`src/rtl/comp_writeback.sv`:
```
//------------------------------------------------------------------------------
// Module   : comp_writeback
// Purpose  : Pops completion addresses and writes a status token to each,
//            retrying failed or timed-out writes with a bounded backoff.
// Revision : 1.0
//------------------------------------------------------------------------------
`default_nettype none

module comp_writeback #(
  parameter int               ADDRW      = 24,
  parameter int               DATAW      = 8,
  parameter logic [DATAW-1:0] DONE_TOKEN = 8'hA5,
  parameter int               TIMEOUT    = 63,
  parameter int               MAX_RETRY  = 3
) (
  input  logic             clk,
  input  logic             rst_n,
  input  logic             in_valid,
  input  logic [ADDRW-1:0] in_addr,
  output logic             in_ready,
  output logic             bus_req,
  output logic [ADDRW-1:0] bus_addr,
  output logic [DATAW-1:0] bus_wdata,
  input  logic             bus_ack,
  input  logic             bus_err,
  output logic             irq,
  output logic [15:0]      done_count,
  output logic             err_sticky,
  output logic [ADDRW-1:0] err_addr,
  input  logic             err_clear
);

  localparam int TW = $clog2(TIMEOUT + 2);
  localparam int RW = $clog2(MAX_RETRY + 2);
  localparam logic [TW-1:0] c_timeout   = TW'(TIMEOUT);
  localparam logic [RW-1:0] c_max_retry = RW'(MAX_RETRY);

  typedef enum logic [1:0] {
    S_IDLE    = 2'd0,
    S_REQ     = 2'd1,
    S_BACKOFF = 2'd2
  } state_t;

  state_t           r_state;
  logic [TW-1:0]    r_tcnt;
  logic [RW-1:0]    r_retry;
  logic             r_bcnt;
  logic             r_bus_req;
  logic [ADDRW-1:0] r_bus_addr;
  logic [DATAW-1:0] r_bus_wdata;
  logic             r_irq;
  logic [15:0]      r_done_count;
  logic             r_err_sticky;
  logic [ADDRW-1:0] r_err_addr;

  assign in_ready   = (r_state == S_IDLE);
  assign bus_req    = r_bus_req;
  assign bus_addr   = r_bus_addr;
  assign bus_wdata  = r_bus_wdata;
  assign irq        = r_irq;
  assign done_count = r_done_count;
  assign err_sticky = r_err_sticky;
  assign err_addr   = r_err_addr;

  always_ff @(posedge clk or negedge rst_n) begin
    if (!rst_n) begin
      r_state      <= S_IDLE;
      r_tcnt       <= '0;
      r_retry      <= '0;
      r_bcnt       <= 1'b0;
      r_bus_req    <= 1'b0;
      r_bus_addr   <= '0;
      r_bus_wdata  <= '0;
      r_irq        <= 1'b0;
      r_done_count <= '0;
      r_err_sticky <= 1'b0;
      r_err_addr   <= '0;
    end else begin
      r_irq <= 1'b0;
      // A drop later in this block overrides the clear.
      if (err_clear) begin
        r_err_sticky <= 1'b0;
      end
      case (r_state)
        S_IDLE: begin
          if (in_valid) begin
            r_bus_addr  <= in_addr;
            r_retry     <= '0;
            r_tcnt      <= '0;
            r_bus_req   <= 1'b1;
            r_bus_wdata <= DONE_TOKEN;
            r_state     <= S_REQ;
          end
        end
        S_REQ: begin
          if (bus_ack) begin
            r_done_count <= r_done_count + 16'd1;
            r_irq        <= 1'b1;
            r_bus_req    <= 1'b0;
            r_bus_wdata  <= '0;
            r_state      <= S_IDLE;
          end else if (bus_err || (r_tcnt == c_timeout)) begin
            r_bus_req   <= 1'b0;
            r_bus_wdata <= '0;
            r_tcnt      <= '0;
            if (r_retry < c_max_retry) begin
              r_retry <= r_retry + 1'b1;
              r_bcnt  <= 1'b0;
              r_state <= S_BACKOFF;
            end else begin
              r_err_sticky <= 1'b1;
              r_err_addr   <= r_bus_addr;
              r_state      <= S_IDLE;
            end
          end else begin
            r_tcnt <= r_tcnt + 1'b1;
          end
        end
        S_BACKOFF: begin
          r_tcnt <= '0;
          if (r_bcnt) begin
            r_bus_req   <= 1'b1;
            r_bus_wdata <= DONE_TOKEN;
            r_state     <= S_REQ;
          end else begin
            r_bcnt <= 1'b1;
          end
        end
        default: begin
          r_state <= S_IDLE;
        end
      endcase
    end
  end

endmodule

`default_nettype wire

```
`config.mk`:
```
export PLATFORM = sky130hd
export DESIGN_NAME = comp_writeback
export DESIGN_NICKNAME = d
export VERILOG_FILES = /design/src/rtl/comp_writeback.sv
export SDC_FILE = /design/constraint.sdc
export NUM_CORES = 1
export LEC_CHECK = 0
export ABC_AREA = 0
export CORE_ASPECT_RATIO = 1.75
export CORE_MARGIN = 4
export CORE_UTILIZATION = 50
export DETAILED_ROUTE_END_ITERATION = 10
export MAX_ROUTING_LAYER = met4
export PLACE_DENSITY_LB_ADDON = 0.08
export SYNTH_ARGS = -nofsm -noshare
export SYNTH_HDL_FRONTEND = slang
export SYNTH_SLANG_ARGS = --single-unit
```
`constraint.sdc`:
```
create_clock -name clk -period 3.8 [get_ports clk]
set_input_delay 1.14 -clock clk [delete_from_list [all_inputs] [get_ports clk]]
set_output_delay 1.14 -clock clk [all_outputs]
set_load 0.01 [all_outputs]
```
==> qor.log, run 1 <==
qor: finish.final_core_utilization 69.23%
qor: route.drtPass1Iterations 4
qor: job.max_cap_viol_count 0
qor: floorplanning.pin_count 106
qor: synthesis.synthesis.yosys.warnings 0
qor: clock_network.buffer_type_at_the_clock_tree_root sky130_fd_sc_hd__clkbuf_16
qor: synthesis.synthFlopType sky130_fd_sc_hd__dfrtp_1
qor: sta.finalWorstPathRequiredPeriod 2.802 ns
qor: sta.timing.fmax 356.9 MHz
qor: sta.relSlewSlack 33.89%
qor: power_and_ir_drop.p_per_area 690.8 mW/mm^2
qor: grt.grt_max_degree 81
qor: synthesis.yosys_reg_bits 80
qor: sta.period_share 73.74%
qor: floorplanning.die_height 118.5 um
qor: synthesis.netlist_instances 302
qor: route.drcViolationCount 0
qor: grt.overall_track_demand_over_capacity_in_global_routing 20.06%
qor: synthesis.yosysTopAreaCellShare 57.35%
qor: floorplanning.placementRows 40
qor: finish.area_growth 35.99%
qor: clock_network.cts_htree_levels 3
qor: finish.layoutNonFillerInstCount 488
qor: sta.grt_setup_unrepaired no
qor: route.finalWirelength 7638 um
qor: sta.slew_viol_final 0
qor: power_and_ir_drop.power 3279 uW
qor: route.number_of_violations_reported_at_the_end_of_detailed_routing_iteration_0 143
qor: clock_network.cts-buffers-inserted 9
qor: grt.antenna_found_initial 0
qor: setup_path.timing.critical_path.arrival 1.66 ns
qor: clock_network.tritoncts built
qor: sta.tightest_slew 0.9917 ns
qor: clock_network.clock_latency 0.34 ns
qor: synthesis.asyncSetResetFlopFracSynth 100.0%
qor: synthesis.seq_area_frac_synth 57.35%
qor: setup_path.critical_setup_path_class reg2out
qor: synthesis.yosys.area.top_type sky130_fd_sc_hd__dfrtp_1
qor: power_and_ir_drop.p_leak 0.002294 uW
qor: synthesis.synthesis.area 0.003491 mm^2
qor: finish.post_route_cells_drive_above_1_share 11.63%
qor: grt.grt_pass1_wl 12850 um
qor: setup_path.startpoint_type flip-flop
qor: placed_design.io_buffer_count 101
qor: floorplanning.fp.dieW 71.16 um
qor: floorplanning.initial_core_util 50.91%
qor: sta.finalHoldViolations 0
qor: run_status.outcome complete, no violations
qor: grt.grt_pass1_vias 2572
qor: clock_network.cts.sink_count 80
qor: sta.final.setup.tns 0 ns
qor: power_and_ir_drop.vdd_ir_max 0.3899 mV
qor: route.drtAntennaViolNets 0
qor: sta.final-setup-viol-count 0
qor: floorplanning.core_region_area 0.006857 mm^2
qor: worst_hold_path.min_path_type reg2reg
qor: clock_network.cts-hold-fix-buffers 0
qor: finish.num_antenna_cells 0
qor: synthesis.number_of_synthesized_flops_with_an_enable_pin 0
qor: setup_path.crit_required 2.66 ns
qor: clock_network.ctsResizeCount 0
qor: setup_path.path_max_fanout 10
qor: synthesis.yosys.cell_count.top_type sky130_fd_sc_hd__dfrtp_1
qor: finish.fillers 550
qor: placed_design.detailed_place_hpwl 5397 um
qor: clock_network.path_clk_slew 0.06 ns
qor: clock_network.post-cts-setup-buffers 0
qor: route.detail_route.vias_per_cell 5.037
qor: sta.skew 0.005035 ns
qor: clock_network.clock_path_buffers 2
qor: synthesis.synth.distinct_cells 42
qor: placed_design.finalWeightedCongestion 0.8518
qor: synthesis.synth.area.top_cells sky130_fd_sc_hd__dfrtp_1 (57%), sky130_fd_sc_hd__nand2_1 (8.3%), sky130_fd_sc_hd__mux2_4 (8.2%), sky130_fd_sc_hd__mux2_2 (2.3%), sky130_fd_sc_hd__xnor2_1 (2.0%)
qor: route.avgRoutedWirePerCell 15.65 um
qor: floorplanning.die-area 0.008435 mm^2
qor: synthesis.synth.top_cells.by_count sky130_fd_sc_hd__dfrtp_1 (80), sky130_fd_sc_hd__nand2_1 (77), sky130_fd_sc_hd__mux2_4 (19), sky130_fd_sc_hd__nor2_1 (10), sky130_fd_sc_hd__nand3_1 (9)
qor: placed_design.placedCellCount 473
qor: grt.grt_overflow_total 0
qor: finish.number_of_nets_in_the_layout 433
qor: setup_path.worstSetupEndpointType output pin
qor: synthesis.synthesis.area_per_instance 11.56 um^2
qor: route.total_vias_in_the_final_route 2458
[report_power, final]
part	internal, uW	switching, uW
Clock	472	320
Sequential	1090	215
Combinational	656	522
Total	2220	1060
[path summary, 6_finish.rpt]
kind                                               to  slack (ns)                        from  cells past startpoint
min in group asynchronous     bus_addr[8]$_DFFE_PN0P_        0.96                       rst_n                      1
setup reg to reg             err_addr[14]$_DFFE_PN0P_        1.63       r_tcnt[0]$_DFFE_PN0P_                      5
max in group asynchronous   done_count[6]$_DFFE_PN0P_        2.19                       rst_n                      1
hold / removal             done_count[15]$_DFFE_PN0P_        0.47  done_count[15]$_DFFE_PN0P_                      1
setup / recovery                             in_ready         1.0      r_state[0]$_DFFE_PN0P_                      2
hold reg to reg            done_count[15]$_DFFE_PN0P_        0.47  done_count[15]$_DFFE_PN0P_                      1
[through the flow]
| step | area [um^2] | hold slack, ns | worst slack, ns |
|---|---|---|---|
| 2_1_floorplan | 3502 | 0.4582 | 1.446 |
| 3_3_place_gp | 4473 | 0.4617 | 0.7975 |
| 3_5_place_dp | 4473 | 0.4636 | 0.7619 |
| 4_1_cts | 4747 | 0.4755 | 0.9826 |
| 5_1_grt | 4747 | 0.4992 | 0.9028 |
| 6_report | 4747 | 0.4692 | 0.9979 |
[metal layers]
metal	part of all wire, %	vias to the layer above	global-route usage (%)	wire (um)
met3	4.4	12	4.426	339
li1	-	1191	-	-
met5	0	-	-	0
met4	2.0	0	8.588	150
met2	53	64	32.83	4013
met1	41	1191	23.44	3136
[flip-flops by register name, summed over array words and instances (netlist names)]
signal,flops
r_state,2
r_bcnt,1
err_addr,24
r_tcnt,7
err_sticky,1
bus_addr,24
irq,1
done_count,16
bus_wdata,1
r_retry,3
[critical path, stage by stage (launching register included)]
cell and delay (ns):
sky130_fd_sc_hd__dfrtp_1 0.49, sky130_fd_sc_hd__nor2_1 0.25, sky130_fd_sc_hd__clkdlybuf4s50_1 0.58
[cells in the final DEF (no fill, tap or decap), types with 3 or more instances in the layout]
master                            count
sky130_fd_sc_hd__a21oi_1              5
sky130_fd_sc_hd__a22o_1               3
sky130_fd_sc_hd__and3_1               3
sky130_fd_sc_hd__buf_4                3
sky130_fd_sc_hd__clkbuf_16            9
sky130_fd_sc_hd__clkdlybuf4s50_1    100
sky130_fd_sc_hd__conb_1               4
sky130_fd_sc_hd__dfrtp_1             80
sky130_fd_sc_hd__ha_1                 3
sky130_fd_sc_hd__inv_1                7
sky130_fd_sc_hd__mux2_2               7
sky130_fd_sc_hd__mux2_4              19
sky130_fd_sc_hd__nand2_1             77
sky130_fd_sc_hd__nand3_1              9
sky130_fd_sc_hd__nand4_1              3
sky130_fd_sc_hd__nor2_1              10
sky130_fd_sc_hd__nor2b_1              4
sky130_fd_sc_hd__nor3b_1              3
sky130_fd_sc_hd__o21ai_0              6
sky130_fd_sc_hd__o22a_1               3
sky130_fd_sc_hd__xnor2_1              8
sky130_fd_sc_hd__xor2_1               7
[area by class of cell]
type                            count  area, um^2  share of cell area (%)
Clock inverter                      3       17.52                  0.3690
Sequential cell                    80        2002                   42.17
Tap cell                           84       105.1                   2.214
Clock buffer                       12       256.5                   5.403
Inverter                            7       26.28                  0.5535
Timing Repair Buffer              103        1023                   21.56
Multi-Input combinational cell    199        1316                   27.73
[cells by family after synthesis]
logic type	after synthesis	synth area share, %
other cells	1	0.1074
compound gates	25	4.839
mux	28	11.00
buf+inv	26	5.269
simple gates	124	16.60
xor+xnor	15	3.764
flops	80	57.35
fa+ha+maj	3	1.075
Note: power is estimated with default switching activity, not from simulation.
==> run 2: changes to the inputs <==
--- a/config.mk
+++ b/config.mk
@@ -8,7 +8,7 @@
 export ABC_AREA = 0
 export CORE_ASPECT_RATIO = 1.75
 export CORE_MARGIN = 4
-export CORE_UTILIZATION = 50
+export CORE_UTILIZATION = 42
 export DETAILED_ROUTE_END_ITERATION = 10
 export MAX_ROUTING_LAYER = met4
 export PLACE_DENSITY_LB_ADDON = 0.08
==> constraint.sdc (replaced) <==
create_clock -name clk -period 2.32 [get_ports clk]
set_input_delay 0.696 -clock clk [delete_from_list [all_inputs] [get_ports clk]]
set_output_delay 0.696 -clock clk [all_outputs]
set_load 0.01 [all_outputs]
==> qor.log, run 2 (synthesized netlist as in run 1, its figures left out) <==
qor: finish.leading_cell_type_in_the_layout_fill_and_taps_excluded sky130_fd_sc_hd__clkdlybuf4s50_1
qor: finish.final_core_utilization 61.48% [-7.8 points]
qor: sta.finalWorstPathRequiredPeriod 2.250 ns
qor: route.drtPass1Iterations 4 [unchanged]
qor: floorplanning.initial_core_util 43.55% [-7.4 points]
qor: grt.grt_pass1_vias 2634 [+2.4%]
qor: sta.grt_setup_unrepaired no
qor: route.number_of_violations_reported_at_the_end_of_detailed_routing_iteration_0 107 [-25%]
qor: route.finalWirelength 7818 um [+2.4%]
qor: placed_design.detailed_place_hpwl 5751 um [+6.6%]
qor: finish.mostFrequentLayoutCells sky130_fd_sc_hd__clkdlybuf4s50_1 (100), sky130_fd_sc_hd__dfrtp_1 (79), sky130_fd_sc_hd__nand2_1 (77)
qor: grt.overall_track_demand_over_capacity_in_global_routing 17.15% [-2.9 points]
qor: clock_network.buffer_type_at_the_clock_tree_root sky130_fd_sc_hd__clkbuf_16
qor: setup_path.rrSetupSlack 0.23 ns [-1.40 ns]
qor: floorplanning.placementRows 43 [+7.5%]
qor: power_and_ir_drop.p_leak 0.002385 uW [+4.0%]
qor: sta.final-setup-viol-count 0 [unchanged]
qor: placed_design.io_buffer_count 101 [unchanged]
qor: floorplanning.die_height 128.6 um [+8.5%]
qor: clock_network.cts_htree_levels 3 [unchanged]
qor: sta.period_share 97.00%
qor: finish.layout.cell_area.non_filler 0.004928 mm^2 [+3.8%]
qor: sta.timing.fmax 444.4 MHz
qor: setup_path.crit_required 1.62 ns [-1.04 ns]
qor: clock_network.cts-hold-fix-buffers 0 [unchanged]
qor: power_and_ir_drop.vdd_ir_max 0.5552 mV [+42%]
qor: clock_network.cts.sink_count 80 [unchanged]
qor: floorplanning.core_region_area 0.008016 mm^2 [+17%]
qor: floorplanning.die-area 0.009892 mm^2 [+17%]
qor: power_and_ir_drop.power 5709 uW [+74%]
qor: route.total_vias_in_the_final_route 2522 [+2.6%]
qor: finish.number_of_nets_in_the_layout 444 [+2.5%]
qor: finish.post_route_cells_drive_above_1_share 14.66% [+3.0 points]
qor: setup_path.worstReg2RegEnd err_addr[16]$_DFFE_PN0P_
qor: route.avgRoutedWirePerCell 15.45 um [-1.3%]
qor: route.drcViolationCount 0 [unchanged]
qor: grt.grt_overflow_total 0 [unchanged]
qor: placed_design.finalWeightedCongestion 0.7955 [-6.6%]
qor: setup_path.critical_setup_path_class reg2out
qor: grt.grt_max_degree 38 [-53%]
qor: setup_path.worstSetupEndpointType output pin
qor: route.drtAntennaViolNets 0 [unchanged]
qor: setup_path.r2r_start r_tcnt[0]$_DFFE_PN0P_
qor: finish.area_growth 41.18%
qor: grt.antenna_found_initial 0 [unchanged]
qor: worst_hold_path.min_path_type in2async
qor: clock_network.tritoncts built
qor: run_status.outcome complete, no violations
qor: setup_path.path_max_fanout 10 [unchanged]
qor: clock_network.path_clk_slew 0.06 ns [about the same]
qor: setup_path.rr_worst_depth 6 [+1]
qor: grt.grt_pass1_wl 13000 um [+1.1%]
qor: floorplanning.fp.dieW 76.92 um [+8.1%]
qor: clock_network.cts-buffers-inserted 9 [unchanged]
qor: setup_path.startpoint_type flip-flop
qor: power_and_ir_drop.p_per_area 1158 mW/mm^2 [+68%]
qor: floorplanning.pin_count 106 [unchanged]
qor: clock_network.clock_path_buffers 2 [unchanged]
qor: sta.finalHoldViolations 0 [unchanged]
qor: sta.slew_viol_final 0 [unchanged]
qor: clock_network.clock_latency 0.33 ns [about the same]
qor: job.max_cap_viol_count 0 [unchanged]
qor: sta.skew 0.004304 ns [-0.0007309 ns]
qor: finish.num_antenna_cells 0 [unchanged]
qor: placed_design.place_area 0.004588 mm^2 [+2.6%]
qor: setup_path.timing.critical_path.arrival 1.55 ns [-0.11 ns]
qor: route.detail_route.vias_per_cell 4.984 [-1.0%]
==> run 2: layout make-up <==
| class | count | area [um^2] |
|---|---|---|
| clock inverters | 6 | 107.6 |
| repair buffers | 114 | 1131 |
| inverters | 7 | 26.28 |
| clock buffers | 10 | 229.0 |
| flip-flops and latches | 80 | 2003 |
| well taps | 90 | 112.6 |
| multi-input cells | 199 | 1319 |
| fillers | 688 | 3088 |
==> run 2: metal layers <==
layer | part of all wire (%) | wire (um) | vias to the layer above | GRT usage, %
li1 | - | - | 1213 | -
met1 | 41 | 3242 | 1234 | 19.77
met2 | 53 | 4133 | 65 | 29.09
met3 | 4.2 | 332 | 10 | 4.132
met4 | 1.4 | 108 | 0 | 6.083
met5 | 0 | 0 | - | -
==> run 2: stage by stage <==
step	setup TNS, ns	worst slack [ns]	hold slack (ns)	cells
5_1_grt	0	0.001489	0.2855	506
2_1_floorplan	0	0.2872	0.4004	305
6_report	0	0.06971	0.2717	506
4_1_cts	0	0.02376	0.2757	506
3_5_place_dp	-2.333	-0.1073	0.4773	490
3_3_place_gp	-1.679	-0.07661	0.4741	490
==> run 2: worst max path at each step <==
stage	startpoint	to	slack [ns]	cells past startpoint
final	r_state[0]$_DFFE_PN0P_	in_ready	0.07	2
after global routing	r_state[1]$_DFFE_PN0P_	in_ready	0.001	2
after CTS	r_state[0]$_DFFE_PN0P_	in_ready	0.02	2
after detailed placement	bus_err	err_addr[16]$_DFFE_PN0P_	-0.11	5
after global placement	bus_err	err_addr[15]$_DFFE_PN0P_	-0.08	5
after floorplan	r_tcnt[0]$_DFFE_PN0P_	err_addr[10]$_DFFE_PN0P_	0.29	7
==> run 2: critical path, cell delays in order, from the launching register on <==
cell and delay, ns:
sky130_fd_sc_hd__dfrtp_2 0.48, sky130_fd_sc_hd__nor2_2 0.17, sky130_fd_sc_hd__clkdlybuf4s50_1 0.57
==> run 2: report_power, final <==
| group | internal, uW | switching [uW] |
|---|---|---|
| clock | 1050 | 539 |
| combinational | 1120 | 860 |
| sequential | 1790 | 352 |
==> run 2: timing repair <==
| action | CTS | global route |
|---|---|---|
| buffers inserted | 0 | 0 |
| endpoints found under the setup margin | 1 | 1 |
| cloned | 0 | 0 |
| resized for setup | 1 | 1 |
==> run 3: changes to the inputs <==
==> constraint.sdc (replaced) <==
create_clock -name clk -period 2.32 [get_ports clk]
set_input_delay 0.464 -clock clk [delete_from_list [all_inputs] [get_ports clk]]
set_output_delay 0.464 -clock clk [all_outputs]
set_load 0.01 [all_outputs]
==> qor.log, run 3 (synthesized netlist as in run 1, its figures left out) <==
qor: setup_path.worstSetupEndpointType flip-flop
qor: floorplanning.pin_count 106 [unchanged]
qor: setup_path.crit_required 2.53 ns [+0.91 ns]
qor: route.detail_route.vias_per_cell 4.976 [-0.16%]
qor: floorplanning.die-area 0.009892 mm^2 [unchanged]
qor: sta.timing.hold.ws 0.08865 ns [-0.1831 ns]
qor: sta.skew 0.003475 ns [-0.0008298 ns]
qor: route.met3RoutedLength 315 um [-5.1%]
qor: sta.finalHoldViolations 0 [unchanged]
qor: setup_path.rr_worst_depth 6 [unchanged]
qor: placed_design.io_buffer_count 101 [unchanged]
qor: sta.period_share 90.60% [-6.4 points]
qor: grt.overall_track_demand_over_capacity_in_global_routing 16.89% [-0.26 points]
qor: power_and_ir_drop.power.net_switching 1699 uW [-3.0%]
qor: setup_path.worstPathBufferInverterCount 1 [unchanged]
qor: sta.final.setup.tns 0 ns [unchanged]
qor: power_and_ir_drop.clkPwrFrac 24.1% [-3.7 points]
qor: clock_network.clock_path_buffers 2 [unchanged]
qor: setup_path.cp_delay_by_family_top simple AND/OR/NAND/NOR gates
qor: route.drcViolationCount 0 [unchanged]
qor: route.detailroute.wirelength.met2 3950 um [-4.4%]
qor: power_and_ir_drop.p_seq_share 39.6% [+2.0 points]
qor: grt.antenna_found_initial 0 [unchanged]
qor: power_and_ir_drop.p_leak 0.002339 uW [-1.9%]
qor: floorplanning.fp.dieW 76.92 um [unchanged]
qor: setup_path.rrSetupSlack 0.22 ns [about the same]
qor: setup_path.critical_setup_path_class reg2reg
qor: clock_network.cts-buffers-inserted 9 [unchanged]
qor: route.total_vias_in_the_final_route 2488 [-1.3%]
qor: clock_network.ctsResizeCount 0 [-1]
qor: setup_path.path_max_fanout 25 [+15]
qor: finish.mostFrequentLayoutCells sky130_fd_sc_hd__clkdlybuf4s50_1 (100), sky130_fd_sc_hd__dfrtp_1 (80), sky130_fd_sc_hd__nand2_1 (77)
qor: power_and_ir_drop.cellInternalPower 3692 uW [-6.7%]
qor: route.drtAntennaViolNets 0 [unchanged]
qor: clock_network.cts_htree_levels 3 [unchanged]
qor: placed_design.detailed_place_hpwl 5628 um [-2.1%]
qor: floorplanning.die_height 128.6 um [unchanged]
qor: clock_network.clock_latency 0.33 ns [about the same]
qor: job.max_cap_viol_count 0 [unchanged]
qor: route.finalWirelength 7737 um [-1.0%]
qor: route.topRoutingLayerUsed met4
qor: setup_path.timing.critical_path.arrival 2.31 ns [+0.76 ns]
qor: power_and_ir_drop.switching_share 31.51% [+0.85 points]
qor: grt.grt_overflow_total 0 [unchanged]
qor: grt.grt_max_degree 47 [+24%]
qor: clock_network.path_clk_slew 0.06 ns [about the same]
qor: floorplanning.core_region_area 0.008016 mm^2 [unchanged]
qor: placed_design.finalWeightedCongestion 0.8088 [+1.7%]
qor: sta.final-setup-viol-count 0 [unchanged]
qor: finish.leading_cell_type_in_the_layout_fill_and_taps_excluded sky130_fd_sc_hd__clkdlybuf4s50_1
qor: setup_path.r2r_start r_tcnt[0]$_DFFE_PN0P_
qor: clock_network.tritoncts built
qor: floorplanning.placementRows 43 [unchanged]
qor: setup_path.startpoint_type flip-flop
qor: finish.area_growth 38.42%
qor: setup_path.slowest_cell_on_crit_path sky130_fd_sc_hd__or4_4
qor: sta.slew_viol_final 0 [unchanged]
qor: route.avgRoutedWirePerCell 15.47 um [+0.15%]
qor: sta.grt_setup_unrepaired no
qor: route.number_of_violations_reported_at_the_end_of_detailed_routing_iteration_0 104 [-2.8%]
qor: grt.grt_pass1_wl 12730 um [-2.1%]
qor: clock_network.cts.sink_count 80 [unchanged]
qor: sta.timing.fmax 475.7 MHz [+7.1%]
qor: clock_network.cts-hold-fix-buffers 0 [unchanged]
qor: finish.post_route_cells_drive_above_1_share 12.68% [-2.0 points]
qor: route.drtPass1Iterations 4 [unchanged]
qor: power_and_ir_drop.p_per_area 1116 mW/mm^2 [-3.7%]
qor: route.drt-met1-wl 3355 um [+3.5%]
qor: grt.grt_pass1_vias 2550 [-3.2%]
qor: floorplanning.initial_core_util 43.55% [unchanged]
qor: power_and_ir_drop.share_comb_of_total_power 36.2% [+1.6 points]
qor: setup_path.critical_path.max_stage_delay 0.51 ns [-0.06 ns]
qor: sta.finalWorstPathRequiredPeriod 2.102 ns [-0.1483 ns]
qor: finish.num_antenna_cells 0 [unchanged]
qor: setup_path.critical_path_cell_by_cell ha_1 -> and4_4 -> a21oi_2 -> or4_4 -> buf_12 -> mux2_4
qor: power_and_ir_drop.vdd_ir_max 0.7253 mV [+31%]
qor: run_status.outcome complete, no violations
qor: setup_path.worstReg2RegEnd err_addr[20]$_DFFE_PN0P_
qor: clock_network.post-cts-setup-buffers 0 [unchanged]
qor: clock_network.buffer_type_at_the_clock_tree_root sky130_fd_sc_hd__clkbuf_16
qor: worst_hold_path.min_path_type in2async
qor: finish.number_of_nets_in_the_layout 440 [-0.90%]
==> run 3: how the worst max path moves through the flow <==
stage / startpoint / to / slack [ns] / depth (start not counted)
after floorplan: r_tcnt[0]$_DFFE_PN0P_ / err_addr[10]$_DFFE_PN0P_ / 0.29 / 7
after global placement: bus_err / err_addr[15]$_DFFE_PN0P_ / 0.13 / 5
after detailed placement: bus_err / err_addr[10]$_DFFE_PN0P_ / 0.10 / 5
after CTS: r_tcnt[0]$_DFFE_PN0P_ / err_addr[10]$_DFFE_PN0P_ / 0.21 / 6
after global routing: r_tcnt[0]$_DFFE_PN0P_ / err_addr[17]$_DFFE_PN0P_ / 0.15 / 6
final: r_tcnt[0]$_DFFE_PN0P_ / err_addr[20]$_DFFE_PN0P_ / 0.22 / 6
==> run 3: metrics by stage <==
| step | std cells | utilization (%) | power, uW | instance area [um^2] | setup WS (ns) |
|---|---|---|---|---|---|
| final | 500 | 60.28 | 5391 | 4832 | 0.2180 |
| after floorplan | 305 | - | 3104 | 3502 | 0.2872 |
| after global routing | 500 | 60.28 | 5727 | 4832 | 0.1465 |
| after CTS | 500 | 60.28 | 5474 | 4832 | 0.2100 |
| after detailed placement | 486 | 56.86 | 4151 | 4558 | 0.1025 |
| after global placement | 486 | 56.86 | 4100 | 4558 | 0.1319 |
==> run 3: cell type report <==
cell class,count,area (um^2)
Fill cell,700,3184
Timing Repair Buffer,110,1101
Clock buffer,14,274.0
Tap cell,90,112.6
Sequential cell,80,2002
Multi-Input combinational cell,199,1316
Inverter,7,26.28
==> run 3: metal layers <==
metal / GRT usage (%) / vias to the layer above
li1: - / 1201
met1: 20.23 / 1216
met2: 27.49 / 62
met3: 3.782 / 9
met4: 7.044 / 0
met5: - / -
==> run 3: power groups by stage <==
stage,registers [uW],clock network [uW],logic (uW)
floorplan,2230,0,869
global placement,2150,0,1950
detailed placement,2160,0,1990
CTS,2140,1340,1990
global route,2200,1400,2130
finish,2140,1300,1950
